--- config.mk ---
export PLATFORM = sky130hd
export DESIGN_NAME = rng_request_arbiter
export DESIGN_NICKNAME = d
export VERILOG_FILES = /design/src/rtl/rng_request_arbiter.sv
export SDC_FILE = /design/constraint.sdc
export NUM_CORES = 1
export LEC_CHECK = 0
export BUFFER_PORTS_ARGS = -buffer_cell sky130_fd_sc_hd__buf_2
export CORE_UTILIZATION = 38
export DETAILED_ROUTE_END_ITERATION = 10
export HOLD_SLACK_MARGIN = 0.02
export SYNTH_ARGS = -nofsm -noshare
export SYNTH_HDL_FRONTEND = slang
export SYNTH_SLANG_ARGS = --single-unit
--- constraint.sdc ---
create_clock -name clk_i -period 4.8 [get_ports clk_i]
set_input_delay 1.44 -clock clk_i [delete_from_list [all_inputs] [get_ports clk_i]]
set_output_delay 1.44 -clock clk_i [all_outputs]
set_load 0.02 [all_outputs]
--- src/rtl/rng_request_arbiter.sv ---
// Round-robin front end that shares one external XNOR LFSR between requesters and
// turns its raw state into bounded results by masked rejection sampling.
`timescale 1ns/1ps
module rng_request_arbiter #(
  parameter int NUM_REQ   = 4,
  parameter int NUM_BITS  = 8,
  parameter int WARMUP    = 4,
  parameter int MAX_TRIES = 8
) (
  input  logic                         clk_i,
  input  logic                         rst_ni,
  input  logic [NUM_REQ-1:0]           req_i,
  input  logic [NUM_REQ*NUM_BITS-1:0]  limit_i,
  input  logic                         reseed_i,
  input  logic [NUM_BITS-1:0]          seed_val_i,
  output logic [NUM_REQ-1:0]           gnt_o,
  output logic [NUM_BITS-1:0]          rnd_o,
  output logic                         valid_o,
  output logic                         busy_o,
  output logic                         lfsr_en_o,
  output logic                         lfsr_seed_o,
  output logic [NUM_BITS-1:0]          lfsr_seed_data_o,
  input  logic [NUM_BITS-1:0]          lfsr_data_i
);

  localparam int IDX_W  = (NUM_REQ > 1) ? $clog2(NUM_REQ) : 1;
  localparam int WARM_W = $clog2(WARMUP + 2);
  localparam int TRY_W  = $clog2(MAX_TRIES + 2);

  localparam logic [2:0] S_IDLE  = 3'd0;
  localparam logic [2:0] S_SEED  = 3'd1;
  localparam logic [2:0] S_WARM  = 3'd2;
  localparam logic [2:0] S_STEP  = 3'd3;
  localparam logic [2:0] S_CHECK = 3'd4;
  localparam logic [2:0] S_DONE  = 3'd5;

  localparam logic [NUM_BITS-1:0] ONE_B     = NUM_BITS'(1);
  localparam logic [WARM_W-1:0]   WARM_LAST = WARM_W'(WARMUP - 1);
  localparam logic [TRY_W-1:0]    TRY_MAX   = TRY_W'(MAX_TRIES);

  // Smallest 2^k-1 covering lim-1, built by smearing the top set bit downward.
  function automatic logic [NUM_BITS-1:0] range_mask(input logic [NUM_BITS-1:0] lim);
    logic [NUM_BITS-1:0] m;
    m = lim - ONE_B;
    for (int s = 1; s < NUM_BITS; s = s * 2) begin
      m = m | (m >> s);
    end
    return m;
  endfunction

  // All-ones is the XNOR lockup state.
  function automatic logic [NUM_BITS-1:0] sanitize(input logic [NUM_BITS-1:0] seed);
    return (&seed) ? {NUM_BITS{1'b0}} : seed;
  endfunction

  logic [2:0]          state_q, state_d;
  logic [IDX_W-1:0]    idx_q, idx_d, rr_q, rr_d, pick_s;
  logic [NUM_BITS-1:0] lim_q, lim_d, cnt_q, cap_q, seed_s, res_s, cand_s;
  logic [TRY_W-1:0]    tries_q, tries_d;
  logic [WARM_W-1:0]   warm_q, warm_d;
  logic                seeded_q, seeded_d, pend_q, found_s;
  logic [NUM_REQ-1:0]  gnt_s;

  logic                en_q, seed_q, busy_q, valid_q;
  logic [NUM_BITS-1:0] seed_data_q, rnd_q;
  logic [NUM_REQ-1:0]  gnt_q;

  // Circular search for the first active request at or after rr_q.
  always_comb begin
    int j;
    pick_s  = '0;
    found_s = 1'b0;
    for (int i = 0; i < NUM_REQ; i++) begin
      j = int'(rr_q) + i;
      if (j >= NUM_REQ) j = j - NUM_REQ;
      else              j = j;
      if (!found_s && req_i[j]) begin
        found_s = 1'b1;
        pick_s  = IDX_W'(j);
      end else begin
        found_s = found_s;
      end
    end
  end

  // Next-state and datapath decisions.
  always_comb begin
    state_d  = state_q;
    idx_d    = idx_q;
    lim_d    = lim_q;
    tries_d  = tries_q;
    warm_d   = warm_q;
    seeded_d = seeded_q;
    rr_d     = rr_q;
    seed_s   = seed_data_q;
    res_s    = rnd_q;
    cand_s   = lfsr_data_i & range_mask(lim_q);
    case (state_q)
      S_IDLE: begin
        if (pend_q) begin
          seed_s  = sanitize(cap_q);
          state_d = S_SEED;
        end else if (found_s && !seeded_q) begin
          seed_s  = sanitize(cnt_q);
          state_d = S_SEED;
        end else if (found_s) begin
          idx_d   = pick_s;
          lim_d   = limit_i[int'(pick_s)*NUM_BITS +: NUM_BITS];
          tries_d = '0;
          state_d = S_STEP;
        end else begin
          state_d = S_IDLE;
        end
      end
      S_SEED: begin
        seeded_d = 1'b1;
        warm_d   = '0;
        if (WARMUP == 0) state_d = S_IDLE;
        else             state_d = S_WARM;
      end
      S_WARM: begin
        if (warm_q == WARM_LAST) begin
          state_d = S_IDLE;
        end else begin
          warm_d = warm_q + WARM_W'(1);
        end
      end
      S_STEP: state_d = S_CHECK;
      S_CHECK: begin
        if (lim_q == '0) begin
          res_s   = lfsr_data_i;
          state_d = S_DONE;
        end else if (cand_s < lim_q) begin
          res_s   = cand_s;
          state_d = S_DONE;
        end else begin
          tries_d = tries_q + TRY_W'(1);
          if (tries_d == TRY_MAX) begin
            res_s   = cand_s - lim_q;
            state_d = S_DONE;
          end else begin
            state_d = S_STEP;
          end
        end
      end
      S_DONE: begin
        if (idx_q == IDX_W'(NUM_REQ - 1)) rr_d = '0;
        else                              rr_d = idx_q + IDX_W'(1);
        state_d = S_IDLE;
      end
      default: state_d = S_IDLE;
    endcase
    gnt_s = '0;
    if (state_d == S_DONE) gnt_s[idx_q] = 1'b1;
    else                   gnt_s = '0;
  end

  // Control state, counters and the reseed latch.
  always_ff @(posedge clk_i or negedge rst_ni) begin
    if (!rst_ni) begin
      state_q  <= S_IDLE;
      idx_q    <= '0;
      rr_q     <= '0;
      lim_q    <= '0;
      tries_q  <= '0;
      warm_q   <= '0;
      seeded_q <= 1'b0;
      cnt_q    <= '0;
      pend_q   <= 1'b0;
      cap_q    <= '0;
    end else begin
      state_q  <= state_d;
      idx_q    <= idx_d;
      rr_q     <= rr_d;
      lim_q    <= lim_d;
      tries_q  <= tries_d;
      warm_q   <= warm_d;
      seeded_q <= seeded_d;
      cnt_q    <= cnt_q + ONE_B;
      // A pulse arriving during SEED stays pending so the newest seed still applies.
      if (reseed_i) begin
        pend_q <= 1'b1;
        cap_q  <= seed_val_i;
      end else if (state_q == S_SEED) begin
        pend_q <= 1'b0;
      end else begin
        pend_q <= pend_q;
      end
    end
  end

  // Outputs registered from the next state so they align with the state they decode.
  always_ff @(posedge clk_i or negedge rst_ni) begin
    if (!rst_ni) begin
      en_q        <= 1'b0;
      seed_q      <= 1'b0;
      busy_q      <= 1'b0;
      valid_q     <= 1'b0;
      gnt_q       <= '0;
      seed_data_q <= '0;
      rnd_q       <= '0;
    end else begin
      en_q        <= (state_d == S_SEED) || (state_d == S_WARM) || (state_d == S_STEP);
      seed_q      <= (state_d == S_SEED);
      busy_q      <= (state_d != S_IDLE);
      valid_q     <= (state_d == S_DONE);
      gnt_q       <= gnt_s;
      seed_data_q <= seed_s;
      if (state_d == S_DONE) rnd_q <= res_s;
      else                   rnd_q <= rnd_q;
    end
  end

  assign gnt_o            = gnt_q;
  assign rnd_o            = rnd_q;
  assign valid_o          = valid_q;
  assign busy_o           = busy_q;
  assign lfsr_en_o        = en_q;
  assign lfsr_seed_o      = seed_q;
  assign lfsr_seed_data_o = seed_data_q;

endmodule

# Yosys cells after proc, flatten, opt, wreduce, memory -nomap -nowiden

Index checks and enable logic that the tools add are counted.

Add/sub/neg operators: 13
Multiply operators: 0
Div/mod/pow operators: 0
Magnitude comparators: 11
Equality and inequality tests: 18
Shifts and indexed selects: 1
Mux-type cells: 53
Bitwise operators: 6
Reductions and logical operators: 26

Operators by type and width:

| operator                                                                      | count |
|---|---|
| 32-bit by 4-bit less-than comparator with 1-bit output, second input constant | 4 |
| 32-bit 2-to-1 mux                                                             | 4 |
| 8-bit 2-to-1 mux                                                              | 7 |
| 32-bit by 6-bit variable part select with 8-bit output                        | 1 |
| 4-bit 2-to-1 mux                                                              | 6 |
| 2-bit 2-to-1 mux                                                              | 8 |
| 8-bit AND reduction                                                           | 2 |
| 3-bit by 2-bit == test with 1-bit output, second input constant               | 5 |
| 1-bit 2-to-1 mux                                                              | 15 |
| 3-bit 2-to-1 mux                                                              | 5 |
| 3-bit one-hot mux with 5 select lines                                         | 1 |
| 2-bit inequality test, second input constant                                  | 6 |
| 3-bit by 3-bit subtractor with 4-bit output, second input constant            | 3 |
| 3-bit == test, second input constant                                          | 3 |
| 3-bit >= comparator, second input constant                                    | 3 |
| 8-bit by 1-bit adder with 8-bit output, second input constant                 | 1 |
| 8-bit AND                                                                     | 1 |
| 1-bit binary-select mux with 2-bit select                                     | 4 |
| 8-bit zero test                                                               | 1 |
| 8-bit less-than comparator                                                    | 1 |
| 8-bit by 4-bit bitwise OR with 8-bit output                                   | 1 |
| 8-bit by 6-bit bitwise OR with 8-bit output                                   | 1 |
| 8-bit by 7-bit bitwise OR with 8-bit output                                   | 1 |
| 4-bit one-hot mux with 2 select lines                                         | 1 |
| other kinds (27)                                                              | 43 |

Flip-flop bits (word level): 64
Latch bits: 0
Bits in writable memories: 0
ROM bits: 0
Input bits: 55
Logic and storage cells: 145
Memories: 0

# Logic depth before layout (Yosys ltp)

Depth in word-level cells: 22
Mapped depth: 19
Depth with buffers taken out: 17

# Worst setup path before layout

No wires, ideal clock.

Kind: register to register
Start: register lim_q[1]
End: register tries_q[3]
Arrival: 3367 ps
Slack: 1297 ps
Cell stages (with the launch flop): 19
Buffers on the path: 1
Clock period less this slack: 3503 ps
Cell sequence: dfrtp_1 -> inv_1 -> ha_1 -> clkbuf_1 -> o21bai_1 -> nand3_1 -> nand3_1 -> a211oi_4 -> nand2_1 -> nand2_1 -> ha_1 -> fa_1 -> nor2b_1 -> o211ai_1 -> a31oi_1 -> a21o_4 -> nand2_1 -> o311ai_1 -> o41ai_1

Longest elaborated chain between the ends: 8
Elaborated cells on any way between the ends: 10
Classes of those cells: 1 x add/sub; 1 x order compare; 2 x eq/ne; 4 x bitwise; 2 x reduce/logical

RTL lines:

| item                                        | line | source |
|---|---|---|
| from (decl)                                 | 58   | `logic [NUM_BITS-1:0] lim_q, lim_d, cnt_q, cap_q, seed_s, res_s, cand_s;` |
| from (signal assigned)                      | 175  | `lim_q <= lim_d;` |
| 8-bit by 1-bit subtractor with 8-bit output | 44   | `m = lim - ONE_B;` |
| 8-bit by 7-bit bitwise OR with 8-bit output | 46   | `m = m \| (m >> s);` |
| 8-bit by 6-bit bitwise OR with 8-bit output | 46   |  |
| 8-bit by 4-bit bitwise OR with 8-bit output | 46   |  |
| 8-bit AND                                   | 97   | `cand_s = lfsr_data_i & range_mask(lim_q);` |
| 8-bit less-than comparator                  | 133  | `end else if (cand_s < lim_q) begin` |
| 2-bit inequality test (no line)             | n/a  |  |
| 6-bit AND reduction (no line) (*)           | n/a  |  |
| to (signal assigned)                        | 176  | `tries_q <= tries_d;` |
| to (decl)                                   | 59   | `logic [TRY_W-1:0] tries_q, tries_d;` |

Every way passes the cells marked *; elsewhere a longest branch is shown, timed or not.
A chain may end at the register's enable or synchronous reset.

# Final worst setup path

Start: register lim_q[1]
End: register tries_q[2]

The elaborated chain is that of the path after synthesis.

==> flow_summary.toml <==
[outcome]
status = "finished, final reports clean"

[sta]
min_period_ns = 4.00
setup_tns_ns = 0
finClkSkew_ns = 0.00874
fmax_mhz = 250
fin_crit_sh = 0.833
relSlewSlack = 0.264
slew_violations = 0
hold_violations = 0
setup_violations = 0
worst_slew_pin_slew_ns = 1.10
rsz0062_at_grt = "false"

[yosys]
synth_cells = 404
synth_cell_types = 57
ys_seq_elements = 64
synth_area_um2 = 3810
yosysSeqAreaShare = 0.420
synth-edff-count = 0
synth_warnings = 0
syn_avg_cell_area_um2 = 9.43
synthArstFlopShare = 1.00
synthFlopType = "dfrtp_1"
synth_area_leaders = "dfrtp_1 (42%), mux2_2 (5.9%), ha_1 (5.6%)"
netlist.area_leader.share = 0.420
synth_nets = 477
synth_largest_area_cell = "dfrtp_1"

[critical_path]
r2r_cells = 16
cp.required_ns = 5.02
cp-start-kind = "flip-flop"
critPathMaxFanout = 13
cp_cell_sequence = "inv_1, ha_1, a21boi_0, o22ai_2, a211oi_4, nand2_1, nand2_1, ha_1, fa_1, nor2b_1, o211ai_1, a31oi_1, a22o_1, o31ai_1, a21oi_1, o21ai_1"
r2r-start = "lim_q[1]"
crit_arrival_ns = 4.22
crit-reg2reg-capture = "tries_q[2]"
rrSetupSlack_ns = 0.80
end_kind = "flip-flop"
critPathSlowestCell = "a22o_1"
cp_top_family = "compound AO/OA/AOI/OAI gates"
max_stage_delay_ns = 0.48
path_class = "flip-flop to flip-flop"
worst-path-buf-inv = 1

[place]
dp_hpwl_mm = 6.43
gp_congestion = 1.01
dpl.cell_count = 604
io_buffers = 78

[clock_tree]
cts-root-buf = "clkbuf_8"
clock-sinks = 64
cts_inserted_buffers = 9
h-tree-depth = 3
worstSkewPairLatency_ns = 0.35
cts_hold_buf = 0
cts_tree = "yes"
path_clk_slew_ns = 0.07
cts_setup_buffers = 0
cts_max_path_buffers = 2
cts_resized = 0

[die]
core_um2 = 9730
die-area_um2 = 10400
die_x_um = 102
rows = 36
io_pins = 79
die_h_um = 102
start_util = 0.392

[hold_path]
holdPathEnd = "warm_q[2]"
min_path_cells = 2
hold_path.class = "flip-flop to flip-flop"
worstHoldStart = "warm_q[2]"

[power_and_ir_drop]
p_per_area_nw_per_um2 = 654
p_switching_uw = 1300
p_leak_uw = 0.00213
intPower_uw = 1680
pwr-share-clk = 0.189
ir_drop_mv = 0.249
seq_power_share = 0.296
swShare = 0.437
combPwrFrac = 0.515

[global_routing]
grt_util_met2 = 0.257
grt_util_met3 = 0.0342
grt_busiest_layer = "met2"
grt_pass1_wl_mm = 14.1
met1_usage = 0.251
grt_pass1_vias = 2908
grt_overflow_total = 0
grt_max_degree = 51
antenna_found_initial = 0
track_usage = 0.174

[routing]
routed_wl_mm = 8.35
drtIter0Drc = 132
first_pass_iters = 5
vias = 3104
via_per_inst = 5.01
ant_nets = 0
wl_per_cell_um = 13.5
drc = 0

[layout]
nets = 555
syn_to_final_growth_pct = 19.7
nFillCells = 971
antenna_cells_inserted = 0
drive_gt1_frac = 0.261
layout.cells.non_filler = 620

[job]
drv_cap = 0
cells in the final DEF (no fill, tap or decap), drive strengths merged, types with 8 or more instances in the layout:
cell type	synthesis	layout
a21oi	29	29
a22oi	11	11
buf	5	80
clkbuf	8	9
dfrtp	64	64
ha	17	17
inv	25	27
mux2	20	20
mux2i	9	9
nand2	43	43
nand3	11	11
nor2	32	32
nor2b	8	8
o21ai	37	37
xnor2	8	8
power by group through the flow:
stage	clock [uW]	sequential, uW	combinational (uW)
2_1_floorplan	0	937	1120
3_3_place_gp	0	888	1510
3_5_place_dp	0	897	1520
4_1_cts	581	885	1540
5_1_grt	599	917	1730
6_report	564	882	1540
worst reg2reg max path, stage by stage (launching register included):
cell and delay, ns:
dfrtp_1 0.47, inv_1 0.15, ha_1 0.32, a21boi_0 0.17, o22ai_2 0.30, a211oi_4 0.09, nand2_1 0.12, nand2_1 0.07
ha_1 0.20, fa_1 0.41, nor2b_1 0.17, o211ai_1 0.12, a31oi_1 0.42, a22o_1 0.48, o31ai_1 0.14, a21oi_1 0.18
o21ai_1 0.07
synth_stat cells (2+ instances only):
cell type,n
a21oi_1,28
nand2_1,43
inv_1,25
xnor2_1,8
dfrtp_1,64
o21ai_1,10
a22oi_1,10
o31ai_1,4
o21ai_0,27
nor2_1,31
nor2b_1,8
a31oi_1,3
a22o_1,2
mux2_2,20
xor2_1,6
nand4_1,6
clkbuf_1,8
and2_1,6
o22ai_2,2
and3_1,4
a21boi_0,3
o211ai_1,3
nand3_1,11
nor3_1,2
o22ai_1,4
mux2i_1,9
buf_4,3
o41ai_1,2
nand2b_1,3
buf_2,2
o21a_1,5
ha_1,17
logic make-up after synthesis:
logic type	Yosys count	share of synthesized area
adder cells (fa/ha/maj)	18	0.0611
buffers and inverters	38	0.0411
AO/OA/AOI/OAI	117	0.201
XOR/XNOR	14	0.0322
AND/OR/NAND/NOR	124	0.162
multiplexers	29	0.0828
flip-flops	64	0.420
cell type report:
cell class                      count  area, um^2  area share
Clock buffer                        9         124      0.0272
Clock inverter                      7         118      0.0258
Inverter                           25        93.8      0.0206
Multi-Input combinational cell    302        2050       0.450
Sequential cell                    64        1600       0.351
Tap cell                          133         166      0.0365
Timing Repair Buffer               80         405      0.0889
flip-flops by register name, indices dropped and copies added (netlist names):
name / cells
busy_o: 1
cap_q: 8
cnt_q: 8
gnt_o: 4
idx_q: 2
lfsr_en_o: 1
lfsr_seed_data_o: 8
lfsr_seed_o: 1
lim_q: 8
pend_q: 1
rnd_o: 8
rr_q: 2
seeded_q: 1
state_q: 3
tries_q: 4
valid_o: 1
warm_q: 3
worst max path at each step:
stage | from | endpoint | slack, ns | depth (start not counted)
2_1_floorplan | lim_q[1] | tries_q[3] | 1.30 | 18
4_1_cts | lim_q[1] | tries_q[2] | 0.84 | 16
3_5_place_dp | lim_q[1] | tries_q[2] | 0.88 | 16
5_1_grt | lim_q[1] | rnd_o[1] | 0.49 | 17
3_3_place_gp | lim_q[3] | rnd_o[0] | 1.06 | 15
6_report | lim_q[1] | tries_q[2] | 0.80 | 16
per-layer routing:
metal / vias up / part of all wire
met1: 1399 / 0.50
li1: 1603 / -
met5: - / 0
met2: 88 / 0.43
met4: 0 / 0.021
met3: 14 / 0.046
through the flow:
step	hold WS (ns)	power [uW]	utilization	instance area, um^2	worst slack, ns
2_1_floorplan	0.444	2060	-	3810	1.30
3_3_place_gp	0.471	2400	0.444	4320	1.06
3_5_place_dp	0.476	2420	0.444	4320	0.876
4_1_cts	0.487	3000	0.469	4560	0.843
5_1_grt	0.522	3240	0.469	4560	0.495
6_report	0.488	2980	0.469	4560	0.801
(Power assumes the default switching activity.)
